`src/rtl/dmem_arbiter.sv`:
```
// dmem_arbiter
//   Shares a single-port data memory between two requesters. Port 0 is the
//   CPU control unit's D_rd/D_wr path and port 1 is a host/debug loader.
//   Each access follows a req/gnt handshake. Arbitration is round-robin
//   (RR_EN=1) or fixed priority with port 0 always winning (RR_EN=0).
//   The memory command is registered. Read data returns to the owning port
//   with a one-cycle valid strobe, RD_LAT cycles after the command edge.
//
// Ports
//   clk                 system clock, rising edge
//   rst                 asynchronous, active-low reset
//   rN_req/we/addr/wdata  request from port N (N = 0, 1); hold until rN_gnt
//   rN_gnt              one-cycle grant pulse, high during the command cycle
//   rN_rvalid/rdata     read completion strobe; rdata is shared by both ports
//   m_addr/rd/wr/wdata  registered memory command
//   m_rdata             memory read data
//   busy                high whenever the arbiter is not idle
module dmem_arbiter #(
  parameter int ADDR_W = 8,
  parameter int DATA_W = 16,
  parameter int RD_LAT = 1,
  parameter int RR_EN  = 1
) (
  input  logic              clk,
  input  logic              rst,
  input  logic              r0_req,
  input  logic              r0_we,
  input  logic [ADDR_W-1:0] r0_addr,
  input  logic [DATA_W-1:0] r0_wdata,
  output logic              r0_gnt,
  output logic              r0_rvalid,
  output logic [DATA_W-1:0] r0_rdata,
  input  logic              r1_req,
  input  logic              r1_we,
  input  logic [ADDR_W-1:0] r1_addr,
  input  logic [DATA_W-1:0] r1_wdata,
  output logic              r1_gnt,
  output logic              r1_rvalid,
  output logic [DATA_W-1:0] r1_rdata,
  output logic [ADDR_W-1:0] m_addr,
  output logic              m_rd,
  output logic              m_wr,
  output logic [DATA_W-1:0] m_wdata,
  input  logic [DATA_W-1:0] m_rdata,
  output logic              busy
);

  typedef enum logic [1:0] {IDLE, CMD, RDWAIT} state_t;

  // Cycles to wait in RDWAIT before m_rdata is valid.
  localparam logic [2:0] RD_CNT_INIT = 3'(RD_LAT - 1);

  state_t            state, state_d;
  logic              owner;
  logic              last;
  logic              win;
  logic              any_req;
  logic [2:0]        rd_cnt;
  logic [DATA_W-1:0] rdata_q;

  assign any_req = r0_req | r1_req;

  // Winner selection. It is only used in IDLE. On a tie in round-robin mode,
  // the port that did not win last time goes first.
  always_comb begin
    win = 1'b0;
    if (r0_req && r1_req) begin
      if (RR_EN != 0) win = ~last;
    end else if (r1_req) begin
      win = 1'b1;
    end
  end

  always_ff @(posedge clk or negedge rst) begin
    if (!rst) state <= IDLE;
    else      state <= state_d;
  end

  // m_rd is still high in CMD, so it identifies the command type.
  always_comb begin
    state_d = state;
    case (state)
      IDLE:    if (any_req) state_d = CMD;
      CMD:     state_d = m_rd ? RDWAIT : IDLE;
      RDWAIT:  if (rd_cnt == 3'd0) state_d = IDLE;
      default: state_d = IDLE;
    endcase
  end

  always_ff @(posedge clk or negedge rst) begin
    if (!rst) begin
      m_addr    <= '0;
      m_wdata   <= '0;
      m_rd      <= 1'b0;
      m_wr      <= 1'b0;
      r0_gnt    <= 1'b0;
      r1_gnt    <= 1'b0;
      r0_rvalid <= 1'b0;
      r1_rvalid <= 1'b0;
      owner     <= 1'b0;
      last      <= 1'b1;
      rd_cnt    <= '0;
      rdata_q   <= '0;
    end else begin
      // Strobes default low, so each one is a single-cycle pulse.
      m_rd      <= 1'b0;
      m_wr      <= 1'b0;
      r0_gnt    <= 1'b0;
      r1_gnt    <= 1'b0;
      r0_rvalid <= 1'b0;
      r1_rvalid <= 1'b0;
      case (state)
        IDLE: begin
          if (any_req) begin
            m_addr  <= win ? r1_addr  : r0_addr;
            m_wdata <= win ? r1_wdata : r0_wdata;
            m_rd    <= win ? ~r1_we   : ~r0_we;
            m_wr    <= win ? r1_we    : r0_we;
            owner   <= win;
            last    <= win;
            r0_gnt  <= ~win;
            r1_gnt  <= win;
          end
        end
        CMD: begin
          if (m_rd) rd_cnt <= RD_CNT_INIT;
        end
        RDWAIT: begin
          if (rd_cnt != 3'd0) begin
            rd_cnt <= rd_cnt - 3'd1;
          end else begin
            rdata_q   <= m_rdata;
            r0_rvalid <= ~owner;
            r1_rvalid <= owner;
          end
        end
        default: ;
      endcase
    end
  end

  assign busy     = (state != IDLE);
  assign r0_rdata = rdata_q;
  assign r1_rdata = rdata_q;

endmodule

```
`config.mk`:
```
export PLATFORM = sky130hd
export DESIGN_NAME = dmem_arbiter
export DESIGN_NICKNAME = d
export VERILOG_FILES = /design/src/rtl/dmem_arbiter.sv
export SDC_FILE = /design/constraint.sdc
export NUM_CORES = 1
export LEC_CHECK = 0
export BUFFER_PORTS_ARGS = -buffer_cell sky130_fd_sc_hd__buf_2
export CORE_UTILIZATION = 40
export DETAILED_ROUTE_END_ITERATION = 7
export GPL_TIMING_DRIVEN = 0
export PLACE_DENSITY = 0.85
export SLEW_MARGIN = 10
export SYNTH_ARGS = -nofsm -noshare
export SYNTH_HDL_FRONTEND = slang
export SYNTH_SLANG_ARGS = --single-unit
```
`constraint.sdc`:
```
create_clock -name clk -period 1.65 [get_ports clk]
set_input_delay 0 -clock clk [delete_from_list [all_inputs] [get_ports clk]]
set_output_delay 0 -clock clk [all_outputs]
set_load 0.1 [all_outputs]
```
* Word-level counts from Yosys, hierarchy flattened
Cells that the tools add are included.
** Word-level totals
- Flip-flop bits (word level) :: 53
- Bits of input ports :: 70
- Output and inout port bits :: 63
- Word-level logic and storage cells :: 62
** Cells by class
- Add/sub/neg operators :: 1
- Eq/ne operators :: 6
- Mux-type cells :: 25
- Bitwise operators :: 7
- Reductions and logical operators :: 10
** Operator list (number)
- $mux 1 :: 16
- $mux 16 :: 1
- $mux 8 :: 1
- $ne 2x2->1 const B :: 4
- $mux 2 :: 3
- $mux 3 :: 2
- $not 1->1 :: 6
- $pmux 2 s3 :: 1
- $pmux 3 s2 :: 1
- $reduce_and 2->1 :: 3
- $reduce_bool 2->1 :: 2
- $logic_not 3->1 :: 1
- $reduce_and 3->1 :: 1
- $reduce_bool 3->1 :: 1
- $sub 3x1->3 const B :: 1
- $eq 2x1->1 const B :: 1
- $eq 2x2->1 const B :: 1
- $logic_not 2->1 :: 1
- $logic_and 1x1->1 :: 1
- $or 1x1->1 :: 1

* Logic depth before layout (Yosys ltp)
Gate-level depths: netlist of the first run.
- Depth in word-level cells :: 5
- Mapped depth :: 6
- Mapped depth without buffers :: 6

* Least setup slack after synthesis of the first run
Ideal clock, no wire load.
- Path kind :: register -> register
- Start :: register state[1]
- End :: register last
- Setup time :: 77 ps
- Arrival time :: 1629 ps
- Required time :: 1573 ps
- Setup slack :: -56 ps
- Cell stages (with the launch flop) :: 7
- Buffers on the path :: 2
- Clock period less this slack :: 1706 ps
- Cell sequence :: dfrtp_1 buf_4 nor2_8 buf_4 inv_1 nor2_1 a21o_1
** On the way
- Cells in the longest elaborated chain, start to end :: 2
** RTL lines
- start: declaration :: RTL line 53 : state_t state, state_d;
- start signal: assignment :: RTL line 76 : else state <= state_d;
- $logic_not 2->1 :: RTL line 112 : case (state)
- $reduce_and 2->1 (no line)
- end signal: assignment :: RTL line 120 : last <= win;
- end: declaration :: RTL line 55 : logic last;
No other way between the ends.
A chain may end at the register's enable or synchronous reset.

* Worst setup path after layout of the first run
- Start :: register rd_cnt[0]
- End :: register rdata_q[9], in the netlist r0_rdata[9]
** On the way
- Cells in the longest elaborated chain, start to end :: 3
** RTL lines
- start: declaration :: RTL line 58 : logic [2:0] rd_cnt;
- start signal: assignment :: RTL line 130 : rd_cnt <= rd_cnt - 3'd1;
- $reduce_bool 3->1 :: RTL line 129 : if (rd_cnt != 3'd0) begin
- $not 1->1 (no line)
- $reduce_and 2->1 (no line)
- end signal: assignment :: RTL line 132 : rdata_q <= m_rdata;
- end: declaration :: RTL line 59 : logic [DATA_W-1:0] rdata_q;
No other way between the ends.

==> flow_summary.yaml, run 1 <==
worst_setup_path:
  r2r_start: "rd_cnt[0]$_DFFE_PN0P_"
  startpoint_type: "flip-flop"
  cp-startpoint: "rd_cnt[0]$_DFFE_PN0P_"
  endpoint_kind: "flip-flop"
  cp_max_fo: 18
  cp.arrival_ns: 1.75
  critPathKind: "reg2reg"
  cp.required_ns: 1.84
  reg2reg_slack_ns: 0.09
die:
  core_mm2: 0.00564
  io_pins: 133
  rows: 27
  die_h_um: 79.4
  dieWidth_um: 79.4
  initial_core_util_pct: 42.5
  die_area_mm2: 0.00630
synthesis:
  ys_warn_count: 0
  syn_area_per_cell_um2: 11.2
  ys_seq_area_share_pct: 55.4
  yosys_most_used_dff: "dfrtp_1"
  synth_edf_count: 0
  synth.distinct_cells: 29
  netlist_area_mm2: 0.00240
  synth_seq_cells: 53
  ys_async_sr_fraction_pct: 100
  synth_most_common_cell: "dfrtp_1"
  synthTopCellsByCount: "dfrtp_1 (52), nand2_1 (34), buf_4 (20), a21oi_1 (18)"
  synthCells: 213
  synth_compound_area_share_pct: 13.8
  synth_top_area_share_pct: 54.3
  synth_top_family_by_area: "compound AO/OA/AOI/OAI gates"
  synth_mux_area_share_pct: 8.36
  yosys.area_share.simple_pct: 11.6
  synth_xor_area_share_pct: 0
  synth_adder_area_share_pct: 1.04
  synth.largest_area_cell: "dfrtp_1"
  yosys-top-cells-area: "dfrtp_1 (54%), mux2_2 (7.0%), buf_4 (6.3%), nand2_1 (5.3%), a31oi_1 (3.9%)"
  syn_nets: 285
hold_path:
  hold_start: "r1_we"
  hp-class: "in2reg"
timing:
  tightest_slew_ns: 0.648
  period_share_pct: 94.6
  finalSetupViolations: 0
  fin_crit_ns: 1.56
  clock.fmax_mhz: 641
  slew_viol_final: 0
  hold_viol_final: 0
  fin_worst_skew_ns: 0.0148
  rsz0062_at_grt: "yes"
  max_slew_margin_pct: 56.8
  fin_ws_ns: 0.0898
flow_run:
  drv_cap: 0
global_routing:
  grt_pass1_wl_um: 10600
  antenna_found_initial: 0
  grt_max_degree: 54
  grt_overflow: 0
  grt_pass1_vias: 2371
  grt_use_total_pct: 21.9
routing:
  drc_errors: 0
  vias_per_cell: 4.88
  wire_per_inst_um: 13.7
  drt_iter0_markers: 97
  vias: 2340
  routed_wl_um: 6550
  drt_pass1_iterations: 4
  antenna_left: 0
clocking:
  clock-sinks: 53
  clk_pin_slew_ns: 0.10
  cts_made_buffers: 5
  cts-root-buf: "clkbuf_8"
  h-tree-depth: 2
  insertion_delay_ns: 0.30
  cts_setup_buffers: 0
  cts_tree: "yes"
  cts_buffer_depth: 2
placed_design:
  hpwl_um: 4040
  dpl.cell_count: 417
  place_congestion: 0.761
  io_buffers: 132
  pre_cts_ws_ns: -0.0143
cells_and_area:
  drive_gt1_share_pct: 46.6
  fin_nets: 479
  utilization_pct: 67.6
  syn2layout_area_growth_pct: 59.2
  antenna_cells: 0
  fin_cells: 480
outcome:
  outcome: "completed"
==> worst paths after layout <==
| check | endpoint | cells past startpoint |
|---|---|---|
| setup / recovery | r0_rdata[9]$_DFFE_PN0P_ | 5 |
| hold / removal | m_wr$_DFF_PN0_ | 3 |
| setup reg to reg | r0_rdata[9]$_DFFE_PN0P_ | 5 |
| hold reg to reg | r0_rvalid$_DFF_PN0_ | 1 |
| max in group asynchronous | rd_cnt[1]$_DFFE_PN0P_ | 2 |
| min in group asynchronous | m_wdata[7]$_DFFE_PN0P_ | 2 |
==> logic make-up after synthesis <==
| group | count (synthesis) |
|---|---|
| compound gates | 49 |
| fa+ha+maj | 2 |
| buf+inv | 35 |
| flops | 53 |
| mux | 18 |
| simple gates | 56 |
==> flip-flops by register name (all words and copies together) (netlist names) <==
name and count:
r1_gnt 1, rd_cnt 3, last 1, m_wdata 16, m_rd 1, m_addr 8, r0_rdata 16, state 2
r0_rvalid 1, r1_rvalid 1, r0_gnt 1, owner 1, m_wr 1
==> layout make-up <==
cell class	count	area, µm²
Inverter	6	26.3
Clock buffer	5	68.8
Clock inverter	3	21.3
Sequential cell	53	1330
Buffer	27	200
Fill cell	413	1830
Tap cell	72	90.1
Multi-Input combinational cell	125	840
Timing Repair Buffer	189	1240
==> layout by cell type, fill, tap and decap left out, types with 2 or more instances in the layout <==
| cell type | count |
|---|---|
| buf_4 | 20 |
| clkbuf_8 | 5 |
| dlygate4sd3_1 | 57 |
| nand2_1 | 34 |
| a311oi_1 | 2 |
| dfrtp_1 | 52 |
| buf_6 | 4 |
| inv_1 | 4 |
| a221o_1 | 9 |
| and3_1 | 9 |
| a21oi_1 | 18 |
| a31oi_1 | 15 |
| buf_2 | 134 |
| nor2_1 | 7 |
| mux2_2 | 15 |
| clkinvlp_4 | 2 |
| mux2i_1 | 2 |
==> what timing repair did <==
action | CTS | global route
hold buffers | 57 | 0
setup endpoints to repair | 9 | 27
pin swaps | 0 | 1
gates resized for setup | 1 | 3
endpoints found under the hold margin | 93 | 0
==> per-stage QoR <==
stage               hold slack (ns)  instance area, µm²  TNS [ns]
finish                       0.0167                3810         0
global route                 0.0156                3810   -0.0185
CTS                         0.00467                3810         0
detailed placement            0.234                3150   -0.0816
global placement              0.223                3150   -0.0209
floorplan                    -0.296                2400         0
==> routing by layer <==
layer  up-vias  share of wire (%)  global-route usage (%)  wire [µm]
met5         -                  0                       0          0
met4         0                1.5                    6.73         96
met3        10                7.2                    5.14        470
met2       123                 49                    39.5       3240
met1      1089                 42                    25.7       2750
li1       1118                  -                       -          -
==> critical path, cell delays in order (launching register included) <==
cell and delay, ns:
dfrtp_1 0.42, inv_1 0.07, ha_1 0.14, ha_2 0.20, nand3b_4 0.23, mux2_1 0.39
Power of run 1 is left out: the tool's default activity adds up to more than one toggle a clock period on the data nets, which glitch-free logic cannot reach.
==> run 2, diff against run 1 <==
Clock period 1.65 ns to 1.3 ns, I/O delays scaled along.
==> flow_summary.yaml, run 2 (synthesis results as in run 1) <==
worst_setup_path:
  startpoint_type: "flip-flop"
  endpoint_kind: "flip-flop"
  r2r_start: "rd_cnt[0]$_DFFE_PN0P_"
  cp-startpoint: "rd_cnt[0]$_DFFE_PN0P_"
  cp_max_fo: 9
  reg2regPathDepth: 6
  cp.required_ns: 1.50
  cp.arrival_ns: 1.64
  critPathKind: "reg2reg"
clocking:
  clk_pin_slew_ns: 0.11
  cts_made_buffers: 5
  cts-root-buf: "clkbuf_8"
  clock-sinks: 53
  cts_buffer_depth: 2
  cts_tree: "yes"
  h-tree-depth: 2
  insertion_delay_ns: 0.31
timing:
  period_share_pct: 111
  finalSetupViolations: 33
  tns_ns: -2.61
  clock.fmax_mhz: 694
  slew_viol_final: 0
  rsz0062_at_grt: "yes"
  fin_worst_skew_ns: 0.0121
  tightest_slew_ns: 0.648
  fin_crit_ns: 1.44
  max_slew_margin_pct: 56.8
  hold_viol_final: 0
  fin_ws_ns: -0.141
routing:
  antenna_left: 0
  vias_per_cell: 5.15
  dr_wl_met2_um: 4260
  vias: 2586
  wl_met1_um: 3180
  routed_wl_um: 8290
  drc_errors: 0
  wire_per_inst_um: 16.5
  wl_met3_um: 654
  drt_iter0_markers: 118
  drt_pass1_iterations: 5
  routed.top_layer: "met4"
die:
  core_mm2: 0.00564
  rows: 27
  initial_core_util_pct: 42.5
  dieWidth_um: 79.4
  io_pins: 133
  die_h_um: 79.4
  die_area_mm2: 0.00630
flow_run:
  drv_cap: 0
placed_design:
  place_congestion: 0.811
  hpwl_um: 4060
  dpl-instance-area_mm2: 0.00321
  io_buffers: 132
cells_and_area:
  layout_common_cells: "buf_2 (130), dlygate4sd3_1 (58), buf_4 (35)"
  layout_commonest_cell: "buf_2"
  stdcell_area_mm2: 0.00418
  drive_gt1_share_pct: 57.2
  nFillCells: 351
  fin_nets: 501
  antenna_cells: 0
  syn2layout_area_growth_pct: 74.3
hold_path:
  hold_start: "r1_addr[7]"
  hp-class: "in2reg"
  holdPathStages: 3
global_routing:
  grt_overflow: 0
  antenna_found_initial: 0
  grt_use_total_pct: 25.9
  grt_pass1_wl_um: 12400
  grt_pass1_vias: 2576
  grt_max_degree: 54
outcome:
  outcome: "finished with violations"
  violations: "setup timing"
==> run 2: cell count changes in the layout (fill, tap and decap cells not counted), sizes merged <==
cell and change:
buf +20, clkinvlp -1, dlygate4sd3 +1, and3 +1, inv +1
==> run 2: metrics by stage <==
stage	util [%]	setup WS (ns)	std cells	hold WS [ns]
global placement	56.8	-0.242	417	0.230
detailed placement	56.8	-0.271	417	0.235
global route	74.0	-0.193	502	0.0194
floorplan	-	-0.243	213	-0.296
finish	74.0	-0.141	502	0.0323
CTS	72.2	-0.143	497	-0.0557
==> run 2: cell type report <==
type                            instances  area, µm²  share of cell area, %
Clock buffer                            5       68.8                   1.65
Timing Repair Buffer                  210       1430                   34.2
Tap cell                               72       90.1                   2.16
Inverter                                6       28.8                  0.689
Clock inverter                          3       28.8                  0.689
Multi-Input combinational cell        126        945                   22.6
Buffer                                 27        236                   5.66
Sequential cell                        53       1350                   32.3
==> run 2: routing by layer <==
| layer | up-vias | GRT usage (%) |
|---|---|---|
| met4 | 0 | 8.18 |
| met5 | - | 0 |
| li1 | 1166 | - |
| met2 | 162 | 49.5 |
| met3 | 20 | 5.03 |
| met1 | 1238 | 28.6 |
==> run 2: worst max-delay path: stages (launching register included) <==
cell and delay (ns):
dfrtp_1 0.39, inv_1 0.06, ha_2 0.18, ha_4 0.15
nand3b_4 0.10, buf_8 0.16, mux2_4 0.30
==> run 2: worst paths after layout <==
kind	to	slack, ns
worst max-delay path	r0_rdata[9]$_DFFE_PN0P_	-0.14
worst max register to register	r0_rdata[9]$_DFFE_PN0P_	-0.14
max in group asynchronous	m_rd$_DFF_PN0_	0.57
worst min-delay path	m_addr[7]$_DFFE_PN0P_	0.03
worst min register to register	r0_rvalid$_DFF_PN0_	0.48
min in group asynchronous	r0_rvalid$_DFF_PN0_	0.27
==> run 2: timing repair <==
item                                    CTS  global route
setup buffers                            15             4
hold endpoints to repair                 93            52
resized for setup                        25            17
pin swaps                                12            13
endpoints found under the setup margin   44            48
cloned                                    1             1
hold buffers                             57             1
Power of run 2 is left out for the same reason.
